==> src/rtl/note_judge.sv <==
// Rhythm-game timing judge: one hit window per lane, key-press edge judging,
// and a fixed-priority serialiser onto a single judgement stream.

module note_judge_lane #(
    parameter int GOOD_WIN    = 8,
    parameter int PERFECT_WIN = 2,
    parameter int STRAY_MISS  = 1,
    parameter int CW          = 5
) (
    input  logic       clk,
    input  logic       reset,
    input  logic       enable,
    input  logic       note,
    input  logic       key,
    input  logic       pop,
    output logic       active,
    output logic [1:0] pend,
    output logic       drop
);
    typedef enum logic {IDLE = 1'b0, OPEN = 1'b1} state_t;

    localparam logic [1:0] CODE_MISS    = 2'b01;
    localparam logic [1:0] CODE_GOOD    = 2'b10;
    localparam logic [1:0] CODE_PERFECT = 2'b11;
    localparam logic [CW-1:0] MAXC = CW'(2 * GOOD_WIN);
    localparam logic [CW-1:0] P_LO = CW'(GOOD_WIN - PERFECT_WIN);
    localparam logic [CW-1:0] P_HI = CW'(GOOD_WIN + PERFECT_WIN);

    state_t        state_q, state_d;
    logic [CW-1:0] cnt_q, cnt_d;
    logic          key_q, key_d;
    logic [1:0]    pend_q, pend_d;
    logic [1:0]    post;
    logic          press;
    logic          closing;

    always_comb begin
        key_d   = key;
        press   = enable & key & ~key_q;
        closing = (cnt_q == MAXC);
        post    = 2'b00;
        state_d = state_q;
        cnt_d   = cnt_q;
        pend_d  = pop ? 2'b00 : pend_q;
        drop    = 1'b0;
        if (!enable) begin
            state_d = IDLE;
            cnt_d   = '0;
            pend_d  = 2'b00;
        end else begin
            case (state_q)
                IDLE: begin
                    if (press && (STRAY_MISS != 0))
                        post = CODE_MISS;
                end
                OPEN: begin
                    // A press always judges the old note, even if a new note arrives.
                    if (press)
                        post = (cnt_q >= P_LO && cnt_q <= P_HI) ? CODE_PERFECT : CODE_GOOD;
                    else if (closing || note)
                        post = CODE_MISS;
                    if (press || closing || note) begin
                        state_d = IDLE;
                        cnt_d   = '0;
                    end else begin
                        cnt_d = cnt_q + 1'b1;
                    end
                end
                default: ;
            endcase
            if (note) begin
                state_d = OPEN;
                cnt_d   = '0;
            end
            if (post != 2'b00) begin
                drop   = (pend_q != 2'b00) && !pop;
                pend_d = post;
            end
        end
    end

    always_ff @(posedge clk) begin
        if (reset) begin
            state_q <= IDLE;
            cnt_q   <= '0;
            key_q   <= 1'b0;
            pend_q  <= 2'b00;
        end else begin
            state_q <= state_d;
            cnt_q   <= cnt_d;
            key_q   <= key_d;
            pend_q  <= pend_d;
        end
    end

    assign active = (state_q == OPEN);
    assign pend   = pend_q;
endmodule

module note_judge #(
    parameter  int NUM_LANES   = 4,
    parameter  int GOOD_WIN    = 8,
    parameter  int PERFECT_WIN = 2,
    parameter  int STRAY_MISS  = 1,
    localparam int LW          = (NUM_LANES > 1) ? $clog2(NUM_LANES) : 1
) (
    input  logic                 clk,
    input  logic                 reset,
    input  logic                 enable,
    input  logic [NUM_LANES-1:0] note_in,
    input  logic [NUM_LANES-1:0] key_in,
    output logic [1:0]           score_updater_selector,
    output logic                 judge_valid,
    output logic [LW-1:0]        judge_lane,
    output logic [NUM_LANES-1:0] lane_active,
    output logic                 drop_sticky
);
    localparam int CW = $clog2(2 * GOOD_WIN + 1);

    logic [NUM_LANES-1:0][1:0] pend;
    logic [NUM_LANES-1:0]      pop;
    logic [NUM_LANES-1:0]      drop;

    logic [1:0]    sel_q, sel_d;
    logic          valid_q, valid_d;
    logic [LW-1:0] lane_q, lane_d;
    logic          drop_sticky_q, drop_sticky_d;

    for (genvar i = 0; i < NUM_LANES; i++) begin : g_lane
        note_judge_lane #(
            .GOOD_WIN   (GOOD_WIN),
            .PERFECT_WIN(PERFECT_WIN),
            .STRAY_MISS (STRAY_MISS),
            .CW         (CW)
        ) u_lane (
            .clk   (clk),
            .reset (reset),
            .enable(enable),
            .note  (note_in[i]),
            .key   (key_in[i]),
            .pop   (pop[i]),
            .active(lane_active[i]),
            .pend  (pend[i]),
            .drop  (drop[i])
        );
    end

    // Fixed priority: lowest-index pending lane wins each cycle.
    always_comb begin
        pop     = '0;
        sel_d   = 2'b00;
        valid_d = 1'b0;
        lane_d  = '0;
        if (enable) begin
            for (int i = 0; i < NUM_LANES; i++) begin
                if (!valid_d && pend[i] != 2'b00) begin
                    valid_d = 1'b1;
                    pop[i]  = 1'b1;
                    sel_d   = pend[i];
                    lane_d  = LW'(i);
                end
            end
        end
        drop_sticky_d = drop_sticky_q | (|drop);
    end

    always_ff @(posedge clk) begin
        if (reset) begin
            sel_q         <= 2'b00;
            valid_q       <= 1'b0;
            lane_q        <= '0;
            drop_sticky_q <= 1'b0;
        end else begin
            sel_q         <= sel_d;
            valid_q       <= valid_d;
            lane_q        <= lane_d;
            drop_sticky_q <= drop_sticky_d;
        end
    end

    assign score_updater_selector = sel_q;
    assign judge_valid            = valid_q;
    assign judge_lane             = lane_q;
    assign drop_sticky            = drop_sticky_q;
endmodule
==> config.mk <==
export PLATFORM = sky130hd
export DESIGN_NAME = note_judge
export DESIGN_NICKNAME = d
export VERILOG_FILES = /design/src/rtl/note_judge.sv
export SDC_FILE = /design/constraint.sdc
export NUM_CORES = 1
export LEC_CHECK = 0
export ABC_CLOCK_PERIOD_IN_PS = 4050
export CORE_MARGIN = 2
export CORE_UTILIZATION = 30
export DETAILED_ROUTE_END_ITERATION = 8
export PLACE_DENSITY = 0.52
export SETUP_SLACK_MARGIN = 0.4
export SYNTH_ARGS = -nofsm -noshare
export SYNTH_HDL_FRONTEND = slang
export SYNTH_SLANG_ARGS = --single-unit
==> constraint.sdc <==
create_clock -name clk -period 4.05 [get_ports clk]
set_input_delay 0.405 -clock clk [delete_from_list [all_inputs] [get_ports clk]]
set_output_delay 0.405 -clock clk [all_outputs]
set_load 0.03 [all_outputs]
==> out/results.md <==
• count of routing violations after the opening detailed-route iteration: 59
• antenna violations before repair: 0
• Cell Area, Synth: 2060 um^2
• first drt pass iteration count: 4
• Tcrit/Tclk final: 55.4%
• crit path max-delay cell type: clkdlybuf4s50_1
• vias in the first global route: 1585
• fraction of final layout cells sized beyond drive strength 1: 4.55%
• Die Outline Area: 7550 um^2
• path class of the lowest-slack min-delay path: flop to flop
• sequential element share of the synthesized area: 40.8%
• switching share of power: 24.3%
• HPWL reported at the end of detailed placement: 3130 um
• primary flip-flop cell chosen by synthesis mapping: dfxtp_1
• Clock power frac: 36.0%
• Global Route Usage Sum: 12.0%
• clock tree from TritonCTS: yes
• fraction of registers with async set or reset after synthesis: 0%
• Worst Path Buf+Inv: 1
• outcome: complete, no violations
• placer's final routability congestion estimate: 0.790
• total count of hold-check failures in the final report: 0
• min cycle time layout: 2.24 ns
• cell count of the worst hold path: 2
• area added between synthesis and finish: 16.4%
• CP Launch Point: enable
• path length in cells of the critical path: 4
• Mapped Avg Cell Area: 8.42 um^2
• initial core utilization: 30.7%
• Avg Vias per Cell: 4.98
• Filler Cells Inserted: 704
• setup repair after global routing missed its margin: no
• Setup crit end: drop_sticky
• GR Util met3: 2.94%
• worst skew pair latency: 0.29 ns
• Arrival @ worst endpoint: 2.48 ns
• Clock Skews: 0.00734 ns
• Tightest Pin Transition: 0.872 ns
• Non-Filler Cell Area, Final: 2400 um^2
• depth of the CTS H-tree: 2
• total of flip-flops plus latches after synthesis: 42
• Net Switching: 188 uW
• fmax: 446 MHz
• total CTS buffers: 5
• number of rows in the core area: 30
• number of post-CTS setup repair buffers: 0
• sum of overflow across all layers after global routing: 0
• number of vias after detailed routing: 1713
• Pint: 586 uW
• maximum number of pins on one net before global-route repair: 25
• number of standard cells in the final layout excluding fillers: 344
• endpoint of the worst register-to-register path: g_lane[0].u_lane.cnt_q[3]
• tightest slew margin relative to the limit: 41.8%
• Placement Cell Area: 2310 um^2
• Final Max Tran Viols: 0
• Yosys warnings: 0
• DRC violation count after routing: 0
• buffer cell driving the clock tree root: clkbuf_8
• Pleak: 0.000819 uW
• met2 usage in global routing: 19.8%
• PortBufs: 20
• setup slack on the worst flop-to-flop path: 2.20 ns
• Die X-Extent: 86.9 um
• floorplan core area: 6720 um^2
• number of diodes: 0
• critical register-to-register path startpoint: g_lane[0].u_lane.cnt_q[1]
• final count of negative-setup-slack endpoints: 0
• CTS sink cnt: 42
• Setup crit start kind: input pin
• # placed instances: 336
• Die Y: 86.9 um
• area occupied by registers: 841 um^2
• largest voltage drop on the vdd net: 0.133 mV
• area occupied by multi-input gates: 1110 um^2
• I/O pin total: 21
• Setup Total Neg Slack: 0 ns
• Logic pwr share: 8.9%
• number of synthesized flops with an enable pin: 0
• kind of capture point of the worst setup path: flop
• number of nets with antenna violations after detailed routing: 0
• type of the worst setup path: input pin to flop
• required time at the worst-slack endpoint: 4.28 ns
• clock slew at the register clock pins of the worst setup and hold paths: 0.08 ns
• Cell variety after synth: 45
• category of cells accounting for the largest share of critical-path delay: simple AND/OR/NAND/NOR gates
• delay contributed by the slowest stage of the critical path: 0.73 ns
• cts-stage hold buffer count: 0
• Longest Clk Path Bufs: 2
• global-route wire length before repair: 7170 um
• Total Routed Length: 4290 um
• number of nets in the final layout: 286
• met1 GRT Util: 15.2%
• overall power after layout: 775 uW
• pwr/cell area: 323 nW/um^2
• worst-path fanout max: 24
• max_cap viols: 0
• average detailed-routed wire length per instance: 12.5 um
• list of cells traversed by the critical path: clkdlybuf4s50_1, nand2b_1, or4b_1, nand3_1
• most used routing layer in global routing: met2
• synthesized netlist net count: 268
• Mapped Cells: 245
• part of the power in registers: 55.1%
• path depth of the worst reg2reg path: 6
• post-CTS sizing: 0
[synth_stat cells, types with 2 or more instances]
library cell | count | area, um^2
a211oi_1 | 3 | 22.5
a21oi_1 | 21 | 105
a22oi_1 | 3 | 22.5
a2bb2oi_1 | 2 | 17.5
a311oi_1 | 4 | 35.0
a31oi_1 | 2 | 12.5
a41oi_1 | 2 | 17.5
buf_4 | 5 | 37.5
clkbuf_1 | 2 | 7.51
dfxtp_1 | 42 | 841
ha_1 | 12 | 150
inv_1 | 15 | 56.3
nand2_1 | 16 | 60.1
nand2b_1 | 7 | 43.8
nand3_1 | 11 | 55.1
nand3b_1 | 2 | 15.0
nand4_1 | 4 | 25.0
nor2_1 | 37 | 139
nor2b_1 | 8 | 50.1
nor3_1 | 8 | 40.0
o211ai_1 | 4 | 30.0
o21ai_0 | 5 | 25.0
or2_2 | 2 | 12.5
or3_1 | 3 | 18.8
xnor2_1 | 2 | 17.5
xor2_1 | 4 | 35.0
[state kept, by name, indices dropped and copies added (netlist names)]
register                cells
drop_sticky                 1
g_lane.u_lane.cnt_q        20
judge_valid                 1
g_lane.u_lane.active        4
score_updater_selector      2
judge_lane                  2
g_lane.u_lane.pend          8
g_lane.u_lane.key_q         4
[layout by cell type (no fill, tap or decap), drive strengths merged, types with 8 or more instances in the layout]
cell type | synthesis | layout
nor3 | 8 | 8
nor2b | 8 | 8
a21oi | 21 | 21
nand3 | 11 | 11
nand2 | 16 | 16
ha | 12 | 12
inv | 15 | 15
dfxtp | 42 | 42
clkdlybuf4s50 | 0 | 20
nor2 | 37 | 37
[power groups by stage]
stage	sequential, uW	clock [uW]	combinational, uW
6_report	427	279	68.9
3_5_place_dp	437	0	69.3
3_3_place_gp	437	0	69.5
4_1_cts	427	289	69.7
2_1_floorplan	438	0	41.5
5_1_grt	428	309	76.5
[stage by stage]
step	setup slack, ns	utilization [%]	hold slack, ns
3_3_place_gp	1.60	34.4	0.476
4_1_cts	1.79	35.7	0.493
6_report	1.81	35.7	0.489
5_1_grt	1.63	35.7	0.519
2_1_floorplan	2.40	-	0.447
3_5_place_dp	1.48	34.4	0.480
[worst min path at each step]
stage | from | endpoint | slack [ns]
detailed placement | g_lane[2].u_lane.pend[1] | g_lane[2].u_lane.pend[1] | 0.48
CTS | g_lane[3].u_lane.pend[0] | g_lane[3].u_lane.pend[0] | 0.49
floorplan | g_lane[1].u_lane.pend[0] | g_lane[1].u_lane.pend[0] | 0.45
global placement | g_lane[2].u_lane.pend[1] | g_lane[2].u_lane.pend[1] | 0.48
global route | g_lane[2].u_lane.pend[0] | g_lane[2].u_lane.pend[0] | 0.52
finish | g_lane[2].u_lane.pend[0] | g_lane[2].u_lane.pend[0] | 0.49
[worst min-delay path, stage by stage, from the launching register on]
cell and delay [ns]:
dfxtp_1 0.32, nand3_1 0.06, a21oi_1 0.06
[final cells by class]
cell class                      count  share of cell area, %
Multi-Input combinational cell    179                   46.3
Sequential cell                    42                   35.0
Timing Repair Buffer               20                   8.34
Tap cell                           80                   4.17
Clock buffer                        7                   3.60
Inverter                           15                   2.35
Clock inverter                      1                  0.209
[metal layers]
metal | vias up | wire, um
met2 | 20 | 1970
li1 | 889 | -
met1 | 797 | 2130
met4 | 0 | 63
met3 | 7 | 136
met5 | - | 0
[logic make-up (layout without fill, tap and decap cells)]
group | Yosys count | in the layout | synth area share, %
adder cells (fa/ha/maj) | 12 | 12 | 7.28
AND/OR/NAND/NOR | 106 | 106 | 25.9
buffers and inverters | 24 | 43 | 5.34
multiplexers | 1 | 1 | 0.485
XOR/XNOR | 6 | 6 | 2.55
flip-flops | 42 | 42 | 40.8
AO/OA/AOI/OAI | 54 | 54 | 17.7
Note: power is estimated with default switching activity, not from simulation.
